File: src/rtl/fpu_arb_pkg.sv
`default_nettype none
// ============================================================================
//  Module      : fpu_arb_pkg
//  Description : Shared definitions for the two-requester floating-point
//                subtract arbiter: requester count, default unit latency,
//                op encodings, the in-flight tag type and a leading-zero
//                counter used by the subtract unit's normaliser.
//  Revision    : 1.0  initial release
// ============================================================================
package fpu_arb_pkg;

    // Number of requesters sharing the subtract unit
    localparam int NREQ        = 2;

    // Default fixed latency of the shared subtract unit, in clocks
    localparam int LAT_DEFAULT = 2;

    // Per-requester operation select
    typedef enum logic {
        OP_SUB = 1'b0,   // y = x1 - x2
        OP_ADD = 1'b1    // y = x1 + x2
    } op_e;

    // One entry of the tag pipeline that travels alongside the unit
    typedef struct packed {
        logic v;    // an accepted operation occupies this slot
        logic id;   // requester that owns the operation
    } tag_t;

    // Leading-zero count of a 27-bit vector (27 when the vector is zero).
    // Ascending scan: the highest set bit is the last one to overwrite.
    function automatic logic [4:0] lzc27(input logic [26:0] v);
        logic [4:0] n;
        n = 5'd27;
        for (int i = 0; i < 27; i++) begin
            if (v[i]) begin
                n = 5'(26 - i);
            end
        end
        return n;
    endfunction

endpackage
`default_nettype wire

File: src/rtl/fsub.sv
`default_nettype none
// ============================================================================
//  Module      : fsub
//  Description : IEEE-754 single-precision subtract unit, y = x1 - x2,
//                round-to-nearest-even, non-stallable, one issue per clock.
//                Operands are sampled at edge N; y is valid after edge
//                N+LAT-1. Datapath registers are intentionally unreset.
//  Ports       : clk  in   clock, rising edge
//                x1   in   32  minuend
//                x2   in   32  subtrahend
//                y    out  32  difference
//  Revision    : 1.0  initial release
// ============================================================================
module fsub
    import fpu_arb_pkg::*;
#(
    parameter int LAT = LAT_DEFAULT
) (
    input  logic        clk,
    input  logic [31:0] x1,
    input  logic [31:0] x2,
    output logic [31:0] y
);

    logic [31:0] r_x1, r_x2;

    always_ff @(posedge clk) begin
        r_x1 <= x1;
        r_x2 <= x2;
    end

    logic        w_sa, w_sb, w_sl, w_ss, w_swap;
    logic [7:0]  w_ea, w_eb, w_el8, w_es8;
    logic [22:0] w_ma, w_mb, w_ml23, w_ms23;
    logic        w_a_nan, w_b_nan, w_a_inf, w_b_inf;
    logic [9:0]  w_el, w_es, w_d, w_sh, w_exp;
    logic [23:0] w_ml, w_ms;
    logic [26:0] w_al, w_as, w_shifted, w_lost_mask, w_small, w_norm;
    logic        w_sticky, w_rup;
    logic [27:0] w_sum;
    logic [4:0]  w_lz;
    logic [7:0]  w_ef;
    logic [30:0] w_mag;
    logic [31:0] w_res;

    always_comb begin
        w_sa        = r_x1[31];
        w_ea        = r_x1[30:23];
        w_ma        = r_x1[22:0];
        // x1 - x2 is computed as x1 + (-x2)
        w_sb        = ~r_x2[31];
        w_eb        = r_x2[30:23];
        w_mb        = r_x2[22:0];

        w_a_nan     = (w_ea == 8'hFF) && (w_ma != 23'd0);
        w_b_nan     = (w_eb == 8'hFF) && (w_mb != 23'd0);
        w_a_inf     = (w_ea == 8'hFF) && (w_ma == 23'd0);
        w_b_inf     = (w_eb == 8'hFF) && (w_mb == 23'd0);

        // Order operands by magnitude so the large one sets sign and exponent
        w_swap      = {w_eb, w_mb} > {w_ea, w_ma};
        w_sl        = w_swap ? w_sb : w_sa;
        w_ss        = w_swap ? w_sa : w_sb;
        w_el8       = w_swap ? w_eb : w_ea;
        w_es8       = w_swap ? w_ea : w_eb;
        w_ml23      = w_swap ? w_mb : w_ma;
        w_ms23      = w_swap ? w_ma : w_mb;

        // Subnormals use exponent 1 with no hidden bit
        w_el        = (w_el8 == 8'd0) ? 10'd1 : {2'b00, w_el8};
        w_es        = (w_es8 == 8'd0) ? 10'd1 : {2'b00, w_es8};
        w_ml        = {w_el8 != 8'd0, w_ml23};
        w_ms        = {w_es8 != 8'd0, w_ms23};
        w_d         = w_el - w_es;

        // Three extra bits below the mantissa: guard, round, sticky
        w_al        = {w_ml, 3'b000};
        w_as        = {w_ms, 3'b000};
        w_lost_mask = '0;
        if (w_d > 10'd26) begin
            w_shifted = '0;
            w_sticky  = |w_ms;
        end else begin
            w_shifted   = w_as >> w_d;
            w_lost_mask = (27'd1 << w_d) - 27'd1;
            w_sticky    = |(w_as & w_lost_mask);
        end
        w_small     = w_shifted | {26'd0, w_sticky};

        w_sum       = (w_sl ^ w_ss) ? ({1'b0, w_al} - {1'b0, w_small})
                                    : ({1'b0, w_al} + {1'b0, w_small});

        // Normalise: one-bit right shift on carry-out, otherwise left shift
        // by the leading-zero count, limited so the exponent stays >= 1.
        w_lz        = lzc27(w_sum[26:0]);
        w_sh        = '0;
        if (w_sum[27]) begin
            w_norm = {w_sum[27:2], w_sum[1] | w_sum[0]};
            w_exp  = w_el + 10'd1;
        end else begin
            w_sh   = ({5'd0, w_lz} < (w_el - 10'd1)) ? {5'd0, w_lz} : (w_el - 10'd1);
            w_norm = w_sum[26:0] << w_sh;
            w_exp  = w_el - w_sh;
        end
        w_ef        = w_norm[26] ? w_exp[7:0] : 8'd0;

        // Round to nearest even; the carry ripples into the exponent field,
        // covering subnormal->normal and largest-normal->infinity.
        w_rup       = w_norm[2] & (w_norm[1] | w_norm[0] | w_norm[3]);
        w_mag       = {w_ef, w_norm[25:3]} + {30'd0, w_rup};

        if (w_a_nan || w_b_nan) begin
            w_res = 32'h7FC0_0000;
        end else if (w_a_inf && w_b_inf) begin
            w_res = (w_sa != w_sb) ? 32'h7FC0_0000 : {w_sa, 8'hFF, 23'd0};
        end else if (w_a_inf) begin
            w_res = {w_sa, 8'hFF, 23'd0};
        end else if (w_b_inf) begin
            w_res = {w_sb, 8'hFF, 23'd0};
        end else if (w_sum == 28'd0) begin
            w_res = 32'h0000_0000;
        end else if (w_exp >= 10'd255) begin
            w_res = {w_sl, 8'hFF, 23'd0};
        end else begin
            w_res = {w_sl, w_mag};
        end
    end

    generate
        if (LAT == 1) begin : g_direct
            assign y = w_res;
        end else begin : g_pipe
            logic [31:0] r_pipe [LAT-1];
            always_ff @(posedge clk) begin
                r_pipe[0] <= w_res;
                for (int i = 1; i < LAT - 1; i++) begin
                    r_pipe[i] <= r_pipe[i-1];
                end
            end
            assign y = r_pipe[LAT-2];
        end
    endgenerate

endmodule
`default_nettype wire

File: src/rtl/fsub_arb.sv
`default_nettype none
// ============================================================================
//  Module      : fsub_arb
//  Description : Round-robin arbiter sharing one fsub unit between two
//                requesters. Op 0 gives x1-x2, op 1 gives x1+x2 (x2 sign
//                flipped on the way in). A tag pipeline follows each
//                operation through the unit and steers its result to the
//                owning requester as a one-cycle pulse.
//  Ports       : clk        in   clock, rising edge
//                rstn       in   synchronous active-low reset
//                req_valid  in   2   per-requester request
//                req_ready  out  2   per-requester accept
//                req_op     in   2   per-requester op select
//                req_x1_0/req_x2_0/req_x1_1/req_x2_1  in  32  operands
//                res_valid  out  2   per-requester result pulse
//                res_y_0/res_y_1     out 32  results (held between pulses)
//                busy       out  1   any operation in flight
//  Revision    : 1.0  initial release
// ============================================================================
module fsub_arb
    import fpu_arb_pkg::*;
#(
    parameter int LAT = LAT_DEFAULT
) (
    input  logic             clk,
    input  logic             rstn,
    input  logic [NREQ-1:0]  req_valid,
    output logic [NREQ-1:0]  req_ready,
    input  logic [NREQ-1:0]  req_op,
    input  logic [31:0]      req_x1_0,
    input  logic [31:0]      req_x2_0,
    input  logic [31:0]      req_x1_1,
    input  logic [31:0]      req_x2_1,
    output logic [NREQ-1:0]  res_valid,
    output logic [31:0]      res_y_0,
    output logic [31:0]      res_y_1,
    output logic             busy
);

    logic               r_ptr;
    logic [NREQ-1:0]    w_ready;
    logic [NREQ-1:0]    w_take;
    logic               w_gnt;
    logic               w_gid;
    logic               w_add;
    logic [31:0]        w_a, w_b, w_y;
    tag_t [LAT-1:0]     r_tag;
    logic [LAT-1:0]     w_tag_v;
    logic [NREQ-1:0]    r_res_valid;
    logic [31:0]        r_res_y0, r_res_y1;
    logic               w_out_v0, w_out_v1;

    // A requester is ready when it holds the pointer or the other side is
    // idle, so at most one is ready whenever both are requesting.
    always_comb begin
        w_ready[0] = rstn & (~r_ptr | ~req_valid[1]);
        w_ready[1] = rstn & ( r_ptr | ~req_valid[0]);
    end

    assign w_take = req_valid & w_ready;
    assign w_gnt  = |w_take;
    assign w_gid  = w_take[1];
    assign w_add  = (req_op[w_gid] == OP_ADD);
    assign w_a    = w_gid ? req_x1_1 : req_x1_0;
    assign w_b    = (w_gid ? req_x2_1 : req_x2_0) ^ {w_add, 31'd0};

    fsub #(
        .LAT (LAT)
    ) u_fsub (
        .clk (clk),
        .x1  (w_a),
        .x2  (w_b),
        .y   (w_y)
    );

    // The last tag slot lines up with the unit output
    assign w_out_v0 = r_tag[LAT-1].v & ~r_tag[LAT-1].id;
    assign w_out_v1 = r_tag[LAT-1].v &  r_tag[LAT-1].id;

    always_ff @(posedge clk) begin
        if (!rstn) begin
            r_ptr       <= 1'b0;
            r_tag       <= '0;
            r_res_valid <= '0;
            r_res_y0    <= '0;
            r_res_y1    <= '0;
        end else begin
            if (w_gnt) begin
                r_ptr <= ~w_gid;
            end
            r_tag[0].v  <= w_gnt;
            r_tag[0].id <= w_gid;
            for (int i = 1; i < LAT; i++) begin
                r_tag[i] <= r_tag[i-1];
            end
            r_res_valid <= {w_out_v1, w_out_v0};
            if (w_out_v0) begin
                r_res_y0 <= w_y;
            end
            if (w_out_v1) begin
                r_res_y1 <= w_y;
            end
        end
    end

    always_comb begin
        w_tag_v = '0;
        for (int i = 0; i < LAT; i++) begin
            w_tag_v[i] = r_tag[i].v;
        end
    end

    assign req_ready = w_ready;
    assign res_valid = r_res_valid;
    assign res_y_0   = r_res_y0;
    assign res_y_1   = r_res_y1;
    assign busy      = (|w_tag_v) | (|r_res_valid);

endmodule
`default_nettype wire

File: config.mk
export PLATFORM = sky130hd
export DESIGN_NAME = fsub_arb
export DESIGN_NICKNAME = d
export VERILOG_FILES = /design/src/rtl/fpu_arb_pkg.sv /design/src/rtl/fsub.sv /design/src/rtl/fsub_arb.sv
export SDC_FILE = /design/constraint.sdc
export NUM_CORES = 1
export LEC_CHECK = 0
export BUFFER_PORTS_ARGS = -buffer_cell sky130_fd_sc_hd__buf_2
export CELL_PAD_IN_SITES_DETAIL_PLACEMENT = 1
export CELL_PAD_IN_SITES_GLOBAL_PLACEMENT = 1
export CORE_ASPECT_RATIO = 0.5
export CORE_UTILIZATION = 48
export CTS_CLUSTER_SIZE = 14
export DETAILED_ROUTE_END_ITERATION = 6
export GPL_TIMING_DRIVEN = 0
export PLACE_DENSITY_LB_ADDON = 0.25
export SLEW_MARGIN = 20
export SYNTH_ARGS = -nofsm -noshare
export SYNTH_HDL_FRONTEND = slang
export SYNTH_SLANG_ARGS = --single-unit
File: constraint.sdc
create_clock -name clk -period 42.6 [get_ports clk]
set_input_delay 8.52 -clock clk [delete_from_list [all_inputs] [get_ports clk]]
set_output_delay 8.52 -clock clk [all_outputs]
set_load 0.02 [all_outputs]
==> results.cfg, run 1 <==
[clocking]
worstSkewPairLatency_ps = 490
cts_max_level = 4
clockRootBuffer = clkbuf_16
path_clk_slew_ps = 90
cts_buffers = 17
cts_setup_buffers = 0
cts_tree = done
post_cts_resized = 0
clock_path_buffers = 2
postCtsHoldBufs = 0
cts_num_sinks = 167

[grt]
grtUsageMet3_pct = 9.19
grt_max_degree = 20
grtUsageTotal_pct = 42.9
grt_pass1_wl_mm = 130
busiest_layer = met2
met1_usage_pct = 53.3
grt-ovfl-total = 0
met2_usage_pct = 70.3
grt_pass1_vias = 21700
antenna_found_initial = 1

[finish]
nNetsFinal = 3026
layout_commonest_cell = nand2_1
synthToLayoutAreaGrowth_pct = 12.3
post-route-util_pct = 54.8
final_cell_mix = nand2_1 (506), nor2_1 (235), buf_2 (223)
drive_gt1_share_pct = 14.8

[logic_synthesis]
seq_area_frac_synth_pct = 18.3
synth_cell_types = 122
synth_top_area_cell = dfxtp_1
avgSynthCellArea_sq_um = 7.11
synthSimpleGateAreaFrac_pct = 27.5
synth_top_family_by_area = compound AO/OA/AOI/OAI gates
synth_nets = 2805
synth_edf_count = 0
synthFlopType = dfxtp_1
synthAdderAreaFrac_pct = 7.09
syn_inst = 2570
synth_mux_area_share_pct = 10.5
async_flop_share_pct = 0
synth_xor_area_share_pct = 2.78
synth_top_area_share_pct = 18.3
syn-cell-area_sq_um = 18300
ys_top_cells_by_area = dfxtp_1 (18%), nand2_1 (10%), ha_1 (6.7%), mux2i_1 (6.5%), nor2_1 (4.8%)
synth-seq-cells = 167
synth_warnings = 0
synth_compound_area_share_pct = 27.8

[timing]
max_freq_mhz = 46.5
skew_ps = 32.7
rsz0062_at_grt = no
slew_headroom_pct = 17.2
setup_viol = 0
tightestPinTransition_ps = 1210
tns_ps = 0
period_share_pct = 50.5
min_period_ps = 21490
layout_setup_ws_ps = 21110
slew_violations = 0
finalHoldViolCount = 0

[floorplan]
coreArea_sq_um = 37500
core.rowCount = 50
initial_utilization_pct = 48.8
die_x_um = 278
pin_count = 203
dieArea_sq_um = 38900
die_h_um = 140

[critical_path]
cp-end-kind = flip-flop
critPathMostFrequentCell = a21oi_1
critPathLaunch = u_fsub.r_x1[4]$_DFF_P_
crit_end = u_fsub.g_pipe.r_pipe[0][0]$_SDFF_PP0_
path_max_fanout = 11
r2r_cells = 68
r2r-end = u_fsub.g_pipe.r_pipe[0][0]$_SDFF_PP0_
regToRegStartpoint = u_fsub.r_x1[4]$_DFF_P_
crit_type = flip-flop to flip-flop
slowest_delay_ps = 810
rrSetupSlack_ps = 21110
crit_slowest_cell = o41ai_1
critical_path_required_ps = 42940
worstPathArrival_ps = 21830
startpoint_type = flip-flop

[power_and_ir_drop]
p_per_area_nw_per_um2 = 61.6
ir_drop_v = 0.0000323
power_leakage_uw = 0.00900

[drt]
firstDrtPassIters = 6
routed_wirelength_mm = 85.9
ant_nets = 0
wire_per_inst_um = 26.0
via_per_inst = 6.63
drt-initial-drc-count = 2177
drc = 0
vias = 21900

[status]
status = completed

[flow_run]
max_cap_violations = 0

[placed_design]
place_ws_ps = 22050
gp_congestion = 1.03
port-buffer-count = 202
hpwl_mm = 68.7

[worst_hold_path]
hold_class = flip-flop to flip-flop
==> worst min-delay path by stage <==
stage / slack (ps) / from / endpoint / cells after the start
after detailed placement: 450 / r_tag[1]$_SDFF_PN0_ / r_tag[3]$_SDFF_PN0_ / 1
after CTS: 470 / r_tag[1]$_SDFF_PN0_ / r_tag[3]$_SDFF_PN0_ / 1
after global routing: 490 / res_y_0[15]$_SDFFE_PN0P_ / res_y_0[15]$_SDFFE_PN0P_ / 2
after global placement: 440 / r_tag[1]$_SDFF_PN0_ / r_tag[3]$_SDFF_PN0_ / 1
final: 460 / r_tag[1]$_SDFF_PN0_ / r_tag[3]$_SDFF_PN0_ / 1
after floorplan: 410 / r_tag[0]$_SDFF_PN0_ / r_tag[2]$_SDFF_PN0_ / 1
==> layer usage <==
layer	vias to the layer above	wire, um
met4	2	4320
met1	10600	35500
met2	1255	38500
met5	-	14
li1	9725	-
met3	304	7510
==> worst max-delay path: cells and delay by family, from the launching register on <==
kind | cells | cell delay [ps]
compound gates | 32 | 7980
buf+inv | 16 | 6590
simple gates | 13 | 3440
fa+ha+maj | 5 | 1780
xor+xnor | 2 | 1040
flops | 1 | 430
==> synthesized netlist by cell type, drive strengths merged, types with 12 or more instances <==
cell type / count
nand2: 508
nor2: 237
dfxtp: 167
o21ai: 146
a21oi: 142
mux2i: 121
inv: 118
ha: 98
clkbuf: 96
a21boi: 78
nand3: 74
nor3: 69
a211oi: 50
buf: 50
xnor2: 43
o211ai: 41
mux2: 39
nor4: 28
a21o: 24
nand4: 24
and2: 23
a31oi: 22
and3: 21
o22ai: 20
nand2b: 19
or2: 18
a211o: 16
o31ai: 16
nor2b: 15
xor2: 15
o21a: 13
o21bai: 12
==> cells by family after synthesis <==
| group | count (synthesis) |
|---|---|
| and+or+nand+nor | 1089 |
| AOI/OAI and AO/OA | 718 |
| buffers and inverters | 265 |
| muxes | 171 |
| DFF | 167 |
| adders and majority gates | 102 |
| xor gates and xnor gates | 58 |
==> through the flow <==
stage	instance area (sq um)	instances	hold slack, ps	power (uW)
2_1_floorplan	18300	2570	412	789
3_3_place_gp	19900	3266	442	1030
3_5_place_dp	19900	3266	452	1050
4_1_cts	20500	3298	466	1230
5_1_grt	20500	3298	492	1320
6_report	20500	3299	459	1270
==> power breakdown <==
| part | leakage, uW | switching [uW] | total (uW) | internal [uW] |
|---|---|---|---|---|
| Combinational | 0.00732 | 596 | 890 | 294 |
| Sequential | 0.00139 | 22.8 | 205 | 182 |
| Clock | 0.000290 | 90.3 | 170 | 79.6 |
==> cell type report <==
cell class                 instances  area (sq um)
fill                            4974         16900
multi-input combinational       2138         13800
inverter                         119           449
antenna                            1          2.50
timing repair buffer             202          1010
sequential                       167          3340
tap                              494           618
clock buffer                      17           425
buffer                           146           664
clock inverter                    15           174
==> sequential cells by signal, summed over array words and instances, names as in the netlist <==
name                  cells
u_fsub.r_x1              32
res_y_1                  32
r_tag                     4
u_fsub.r_x2              32
u_fsub.g_pipe.r_pipe     32
r_ptr                     1
res_valid                 2
res_y_0                  32
No activity file was read; power rests on OpenSTA's default activity.
==> run 2: changes to the inputs <==
--- a/config.mk
+++ b/config.mk
@@ -5,11 +5,12 @@
 export SDC_FILE = /design/constraint.sdc
 export NUM_CORES = 1
 export LEC_CHECK = 0
+export ABC_AREA = 1
 export BUFFER_PORTS_ARGS = -buffer_cell sky130_fd_sc_hd__buf_2
 export CELL_PAD_IN_SITES_DETAIL_PLACEMENT = 1
 export CELL_PAD_IN_SITES_GLOBAL_PLACEMENT = 1
 export CORE_ASPECT_RATIO = 0.5
-export CORE_UTILIZATION = 48
+export CORE_UTILIZATION = 41
 export CTS_CLUSTER_SIZE = 14
 export DETAILED_ROUTE_END_ITERATION = 6
 export GPL_TIMING_DRIVEN = 0
==> constraint.sdc (replaced) <==
create_clock -name clk -period 20.9 [get_ports clk]
set_input_delay 4.18 -clock clk [delete_from_list [all_inputs] [get_ports clk]]
set_output_delay 4.18 -clock clk [all_outputs]
set_load 0.02 [all_outputs]
==> run 2 against run 1 <==
Largest cell class unchanged. Largest power group unchanged. Synthesized cell count increased by 12%. Clock-buffer cell count increased by 2. Sequential share of layout area increased by 1.5 points. Final cell count increased by 11%. Sequential power increased by 99%. Highest routed layer is now met4. Clock power increased by 98%. Area after synthesis decreased by 9.7%. The flow now finishes with violations (DRC). Setup slack got worse by 17000 ps. Register-to-register slack got worse by 17000 ps.
==> results.cfg, run 2 <==
[timing]
slew_violations = 0
hold_slack_ps = 447
rsz0062_at_grt = no
finalHoldViolCount = 0
slew_headroom_pct = 24.8
skew_ps = 18.3
tns_ps = 0
tightestPinTransition_ps = 1120
min_period_ps = 16630
setup_viol = 0
period_share_pct = 79.6
max_freq_mhz = 60.1

[grt]
grtUsageTotal_pct = 32.5
antenna_found_initial = 0
grt_pass1_vias = 19300
grt_max_degree = 18
grt_pass1_wl_mm = 105
grt-ovfl-total = 0

[power_and_ir_drop]
switching_share_pct = 58.2
comb_power_share_pct = 70.7
clkPwrFrac_pct = 13.2
p_int_uw = 1060
seq_power_share_pct = 16.0
ir_drop_v = 0.0000613
power_leakage_uw = 0.00992
p_switching_uw = 1480
p_per_area_nw_per_um2 = 135

[drt]
firstDrtPassIters = 7
ant_nets = 0
drt-initial-drc-count = 1403
wire_per_inst_um = 18.7
vias = 20100
drc = 4
routed_wirelength_mm = 68.3
via_per_inst = 5.51

[clocking]
cts_buffers = 17
cts_num_sinks = 167
postCtsHoldBufs = 0
cts_max_level = 4
cts_setup_buffers = 0
cts_tree = done
post_cts_resized = 0
clockRootBuffer = clkbuf_16
path_clk_slew_ps = 80
worstSkewPairLatency_ps = 460
clock_path_buffers = 2

[logic_synthesis]
async_flop_share_pct = 0
yosys.cell_count.top_type = nand2_1
synth_edf_count = 0
ys_top_cells_by_area = nand2_1 (21%), dfxtp_1 (20%), nand3_1 (12%), nor2_1 (7.7%), ha_1 (7.4%)
syn-cell-area_sq_um = 16500
synthFlopType = dfxtp_1
synth-seq-cells = 167
synth_top_area_share_pct = 20.5
synth_common_cells = nand2_1 (902), nand3_1 (380), nor2_1 (337), inv_1 (289)
synth_top_area_cell = nand2_1
synth_cell_types = 64
seq_area_frac_synth_pct = 20.3
synth_warnings = 0
avgSynthCellArea_sq_um = 5.72
syn_inst = 2883
synth_nets = 3118

[floorplan]
initial_utilization_pct = 42.0
coreArea_sq_um = 39200
die_h_um = 144
dieArea_sq_um = 41100
die_x_um = 286
core.rowCount = 51
pin_count = 203

[worst_hold_path]
hp-start = r_tag[1]$_SDFF_PN0_
hold_class = flip-flop to flip-flop
whs_endpoint = r_tag[3]$_SDFF_PN0_
min_path_cells = 2

[placed_design]
port-buffer-count = 202
gp_congestion = 0.971
hpwl_mm = 55.8

[critical_path]
worstPathArrival_ps = 16980
slowest_delay_ps = 690
critical_path_required_ps = 21250
startpoint_type = flip-flop
r2r-end = u_fsub.g_pipe.r_pipe[0][18]$_SDFF_PP0_
regToRegStartpoint = u_fsub.r_x1[30]$_DFF_P_
crit_slowest_cell = or4_1
rrSetupSlack_ps = 4270
cp-end-kind = flip-flop
critPathMostFrequentCell = nand2_1
path_max_fanout = 10
r2r_cells = 82
crit_type = flip-flop to flip-flop

[status]
status = finished with violations
violations = DRC

[finish]
drive_gt1_share_pct = 12.8
post-route-util_pct = 47.8
nNetsFinal = 3339
synthToLayoutAreaGrowth_pct = 13.8
layout_commonest_cell = nand2_1
fillCellCount = 5677
final_cell_mix = nand2_1 (902), nand3_1 (380), nor2_1 (337)

[flow_run]
max_cap_violations = 0
[run 2: worst max-delay path by stage]
| stage | startpoint | to | slack [ps] | cells after the start |
|---|---|---|---|---|
| after floorplan | u_fsub.r_x1[26]$_DFF_P_ | u_fsub.g_pipe.r_pipe[0][20]$_SDFF_PP0_ | 8870 | 82 |
| after global placement | u_fsub.r_x1[30]$_DFF_P_ | u_fsub.g_pipe.r_pipe[0][20]$_SDFF_PP0_ | 4910 | 82 |
| after detailed placement | u_fsub.r_x1[30]$_DFF_P_ | u_fsub.g_pipe.r_pipe[0][20]$_SDFF_PP0_ | 4650 | 82 |
| after CTS | u_fsub.r_x1[30]$_DFF_P_ | u_fsub.g_pipe.r_pipe[0][18]$_SDFF_PP0_ | 4620 | 82 |
| after global routing | u_fsub.r_x1[30]$_DFF_P_ | u_fsub.g_pipe.r_pipe[0][18]$_SDFF_PP0_ | 3100 | 82 |
| final | u_fsub.r_x1[30]$_DFF_P_ | u_fsub.g_pipe.r_pipe[0][18]$_SDFF_PP0_ | 4270 | 82 |
[run 2: cells by family (layout without fill, tap and decap cells)]
group	count (synthesis)	after routing	share of synthesized area (%)
and+or+nand+nor	1798	1798	47.4
buffers and inverters	435	669	10.7
adders and majority gates	101	101	7.80
AOI/OAI and AO/OA	345	345	11.8
DFF	167	167	20.3
xor gates and xnor gates	36	36	2.05
muxes	1	1	0.0607
other	0	1	0
[run 2: area by class of cell]
cell class                 instances  area, sq um  area share (%)
antenna                            1         2.50          0.0133
clock inverter                    13          155           0.826
clock buffer                      19          443            2.36
sequential                       167         3340            17.8
inverter                         323         1210            6.46
tap                              530          663            3.53
timing repair buffer             202         1010            5.38
multi-input combinational       2281        11400            60.7
buffer                           112          552            2.94
[run 2: per-layer routing]
| layer | track usage (%) | part of all wire, % |
|---|---|---|
| met1 | 42.7 | 46 |
| met2 | 54.5 | 45 |
| met3 | 5.14 | 6.1 |
| met4 | 10.8 | 2.8 |
| met5 | 0 | 0 |
[run 2: power groups by stage]
stage | sequential, uW | combinational, uW | clock, uW
6_report | 407 | 1800 | 336
5_1_grt | 411 | 1990 | 353
4_1_cts | 406 | 1760 | 341
3_5_place_dp | 411 | 1740 | 0
3_3_place_gp | 409 | 1700 | 0
2_1_floorplan | 403 | 1250 | 0
[run 2: critical path, delay by kind of cell, from the launching register on]
kind,cells,cell delay (ps)
flip-flops,1,390
AND/OR/NAND/NOR,43,6370
XOR/XNOR,1,510
AO/OA/AOI/OAI,14,2800
buffers and inverters,18,4530
adder cells (fa/ha/maj),6,1860
[run 2: stage by stage]
stage	cell area (sq um)	power, uW	cells	setup WS (ps)
global route	18800	2750	3647	3100
global placement	18200	2110	3615	4910
detailed placement	18200	2150	3615	4650
floorplan	16500	1660	2883	8870
finish	18800	2540	3648	4270
CTS	18800	2500	3647	4620
